## config.mk

```make
export PLATFORM = sky130hd
export DESIGN_NAME = bit_cmd_gen
export DESIGN_NICKNAME = d
export VERILOG_FILES = /design/src/rtl/bit_cmd_gen.sv
export SDC_FILE = /design/constraint.sdc
export NUM_CORES = 1
export LEC_CHECK = 0
export BUFFER_PORTS_ARGS = -buffer_cell sky130_fd_sc_hd__buf_2
export CAP_MARGIN = 30
export CORE_MARGIN = 2
export CORE_UTILIZATION = 59
export CTS_CLUSTER_DIAMETER = 80
export CTS_CLUSTER_SIZE = 30
export DETAILED_ROUTE_END_ITERATION = 10
export PLACE_DENSITY = 0.8
export SLEW_MARGIN = 20
export SYNTH_ARGS = -nofsm -noshare
export SYNTH_HDL_FRONTEND = slang
export SYNTH_SLANG_ARGS = --single-unit
```

## constraint.sdc

```tcl
create_clock -name clk -period 5.99 [get_ports clk]
set_input_delay 1.198 -clock clk [delete_from_list [all_inputs] [get_ports clk]]
set_output_delay 1.198 -clock clk [all_outputs]
set_load 0.02 [all_outputs]
```

## src/rtl/bit_cmd_gen.sv

```systemverilog
// Push-button command generator: synchronizes raw inputs, debounces btn, and
// issues one registered en strobe with captured data/sel per accepted press.
module bit_cmd_gen #(
  parameter int unsigned DEBOUNCE_CYCLES = 1000000,
  parameter int unsigned CNT_W           = 20,
  parameter int unsigned SYNC_STAGES     = 2
) (
  input  logic       clk,
  input  logic       rst,
  input  logic       btn,
  input  logic       data_sw,
  input  logic [1:0] sel_sw,
  output logic       en,
  output logic       data,
  output logic [1:0] sel,
  output logic [7:0] cmd_cnt
);

  typedef enum logic [1:0] {
    IDLE,
    PRESS_WAIT,
    PRESSED,
    RELEASE_WAIT
  } state_t;

  localparam logic [CNT_W-1:0] CNT_LAST = CNT_W'(DEBOUNCE_CYCLES - 1);

  state_t                       state;
  logic [CNT_W-1:0]             cnt;
  logic [SYNC_STAGES-1:0]       btn_sync;
  logic [SYNC_STAGES-1:0]       data_sync;
  logic [SYNC_STAGES-1:0][1:0]  sel_sync;

  logic       btn_s;
  logic       data_s;
  logic [1:0] sel_s;
  logic       cnt_done;

  assign btn_s    = btn_sync[SYNC_STAGES-1];
  assign data_s   = data_sync[SYNC_STAGES-1];
  assign sel_s    = sel_sync[SYNC_STAGES-1];
  assign cnt_done = (cnt == CNT_LAST);

  always_ff @(posedge clk) begin
    if (rst) begin
      btn_sync  <= '0;
      data_sync <= '0;
      sel_sync  <= '0;
      state     <= IDLE;
      cnt       <= '0;
      en        <= 1'b0;
      data      <= 1'b0;
      sel       <= 2'b00;
      cmd_cnt   <= '0;
    end else begin
      btn_sync  <= {btn_sync[SYNC_STAGES-2:0], btn};
      data_sync <= {data_sync[SYNC_STAGES-2:0], data_sw};
      sel_sync  <= {sel_sync[SYNC_STAGES-2:0], sel_sw};
      en        <= 1'b0;

      case (state)
        IDLE: begin
          cnt <= '0;
          if (btn_s) state <= PRESS_WAIT;
        end
        PRESS_WAIT: begin
          if (!btn_s) begin
            state <= IDLE;
            cnt   <= '0;
          end else if (cnt_done) begin
            // Accepted press: the only path that issues a command.
            state   <= PRESSED;
            cnt     <= '0;
            en      <= 1'b1;
            data    <= data_s;
            sel     <= sel_s;
            cmd_cnt <= cmd_cnt + 8'd1;
          end else begin
            cnt <= cnt + CNT_W'(1);
          end
        end
        PRESSED: begin
          cnt <= '0;
          if (!btn_s) state <= RELEASE_WAIT;
        end
        RELEASE_WAIT: begin
          if (btn_s) begin
            state <= PRESSED;
            cnt   <= '0;
          end else if (cnt_done) begin
            state <= IDLE;
            cnt   <= '0;
          end else begin
            cnt <= cnt + CNT_W'(1);
          end
        end
        default: begin
          state <= IDLE;
          cnt   <= '0;
        end
      endcase
    end
  end

endmodule

```

==> results by group <==
Outcome
  • Outcome: finished clean

Synth
  • Share of the synthesized area in the top cell type: 0.485
  • Netlist Area Pre-Place: 1730 um2
  • Post-synthesis compound-gate area fraction: 0.124
  • Ys Warns: 0
  • Register bit total from synthesis: 42
  • EDFF count, synth: 0
  • Synth Area in Adders: 0.0144
  • Synth area leaders: dfxtp_1 (48%), xnor2_1 (6.1%), a21oi_1 (5.2%)
  • Async SR Flop Fraction: 0
  • Post-synth top flop: dfxtp_1
  • Avg Cell Area, Syn: 8.89 um2
  • Number of distinct library cells after synthesis: 30
  • Cells after Synth: 195
  • Simple-gate share of the synthesized area: 0.271
  • Syn Nets: 203
  • Post-synth top area cell: dfxtp_1
  • Register area share after synthesis: 0.485
  • Synthesized-area fraction occupied by xor and xnor cells: 0.0657
  • Mux contribution to synthesized area: 0
  • Largest family of logic cells by synthesized area: simple AND/OR/NAND/NOR gates

Detailed routing
  • Wirelength, routed: 3350 um
  • DR iter-0 viols: 52
  • Drt via density: 5.92
  • DRC viols: 0
  • Post-route antenna net violation count: 0
  • Via count: 1444
  • WL per Instance: 13.7 um
  • DRT Pass-1 Iters: 4

Global routing
  • Total track usage: 0.222
  • First-pass GRT wire length: 5690 um
  • Largest net degree at the start of global routing: 24
  • GRT Residual Overflow: 0
  • Vias in the first global route: 1340
  • Initial antenna violation count: 0

Floorplan
  • Die Width: 58.2 um
  • Initial Util: 0.623
  • Die height: 58.2 um
  • Die area: 3390 um2
  • Top-Level Pins: 18
  • # rows: 19
  • Core Region: 2780 um2

Power
  • Pleak: 0.596 nW
  • Peak VDD IR: 0.279 mV
  • PwrDens: 247 nW/um2

Clock tree
  • Clk slew on worst S/H paths: 120 ps
  • CTS Hold Bufs: 0
  • Post_cts resized: 0
  • Clk_lat worst skew: 360 ps
  • Clock Sinks: 42
  • Max Root-Sink Buffers: 2
  • CTS root buffer: clkbuf_4
  • Num CTS Buffers: 5
  • TritonCTS clock tree: done
  • H-Tree Depth: 2
  • Post-CTS setup buffers: 0

Finish
  • Final #Nets: 220
  • Area growth from synthesis to layout: 10.1%
  • Fin util: 0.686
  • Most common cell after layout, fill and taps aside: dfxtp_1
  • # diodes: 0
  • Share of cells above drive strength 1: 0.131
  • Final design instance area without fill: 1910 um2
  • Commonest non-fill, non-tap cells in the layout: dfxtp_1 (42), a21oi_1 (18), nor2_1 (18), buf_2 (17), xnor2_1 (12)

STA
  • Worst-margin pin slew: 803 ps
  • Final Hold Vio Count: 0
  • Slew HR: 0.457
  • Setup TNS: 0 ps
  • RSZ-0062 raised after global routing: no
  • Clock Skew: 9.91 ps
  • Final Max Slew Viols: 0
  • Hold_ws: 455 ps
  • Final period util: 0.407
  • Fmax: 410 MHz
  • Final setup violation count: 0
  • Min Tclk post-route: 2440 ps

Worst setup path
  • Setup slack, reg-to-reg: 3550 ps
  • Worst reg2reg path depth: 4
  • Setup crit end kind: flop
  • FF-to-FF Start: cnt[7]
  • FF-to-FF End: cmd_cnt[4]
  • CP Data Arrival Time: 2730 ps
  • Data required, critical path: 6280 ps
  • Worst-path maximum fanout: 13
  • Worst setup SP type: flop
  • Crit Path Class: flop to flop

Hold path
  • Hold depth: 1
  • Hold EP: data_sync[1]
  • Critical hold path startpoint: data_sync[0]
  • Worst min-delay path class: flop to flop

Place
  • DP Wirelength: 2330 um
  • Post-place instance area: 1820 um2
  • RD Place Congestion: 0.776
  • Port bufs: 17

Run
  • Max cap viols: 0
[registers in the layout, summed over array words and instances (netlist names), 2 cells and up, named ones only]
register and cells:
cmd_cnt 8, sel 2, btn_sync 2, sel_s 2
data_sync 2, cnt 20, sel_sync 2
[per-stage QoR]
stage,worst slack [ps],instances,power (W)
after global routing,3260,244,0.000486
final,3550,244,0.000472
after CTS,3580,243,0.000475
after floorplan,3870,195,0.000293
after detailed placement,3630,235,0.000295
after global placement,3740,235,0.000295
[logic make-up after synthesis]
kind of cell               count (synthesis)
adders and majority gates                  2
DFF                                       42
xor gates and xnor gates                  13
AOI/OAI and AO/OA                         38
buffers and inverters                     16
and+or+nand+nor                           84
[where the power goes]
group | total (W) | internal, W | switching [W]
combinational | 0.00000620 | 0.00000278 | 0.00000342
sequential | 0.000283 | 0.000282 | 0.000000960
clock | 0.000183 | 0.0000875 | 0.0000954
[worst max path at each step]
stage	to	cells past startpoint	startpoint	slack, ps
final	cmd_cnt[4]	4	cnt[7]	3550
after global placement	cmd_cnt[6]	5	cnt[0]	3740
after detailed placement	cmd_cnt[4]	4	cnt[7]	3630
after floorplan	cmd_cnt[4]	6	cnt[0]	3870
after global routing	cmd_cnt[4]	4	cnt[7]	3260
after CTS	cmd_cnt[4]	4	cnt[7]	3580
[area by class of cell]
| cell class | count | area (um2) |
|---|---|---|
| Multi-Input combinational cell | 137 | 825 |
| Fill cell | 244 | 872 |
| Sequential cell | 42 | 841 |
| Timing Repair Buffer | 19 | 96.3 |
| Clock buffer | 5 | 37.5 |
| Tap cell | 31 | 38.8 |
| Inverter | 7 | 26.3 |
| Clock inverter | 3 | 45.0 |
[Yosys cell counts (2+ instances only)]
library cell   n
or3_1          6
nor2_1        18
nand3_1        9
nor4_1         3
clkbuf_1       7
o21ai_0       11
ha_1           2
a21oi_1       18
nor2b_1        9
dfxtp_1       42
or4_1          8
inv_1          7
nor3_1         5
xnor2_1       12
o31ai_1        6
nand4_1       10
and3_1         2
nand2_1        8
[worst max-delay path: stages, from the launching register on]
cell	delay, ps
dfxtp_1	400
nor4b_1	730
nand3_1	490
or4_1	580
a21oi_1	170
[per-layer routing]
layer | wire length [um] | GRT usage | vias up | part of all wire
met2 | 1690 | 0.396 | 34 | 0.50
met5 | 0 | 0 | - | 0
li1 | - | - | 736 | -
met1 | 1460 | 0.252 | 668 | 0.44
met3 | 142 | 0.0603 | 6 | 0.042
met4 | 52 | 0.0797 | 0 | 0.016
Note: power is estimated with default switching activity, not from simulation.
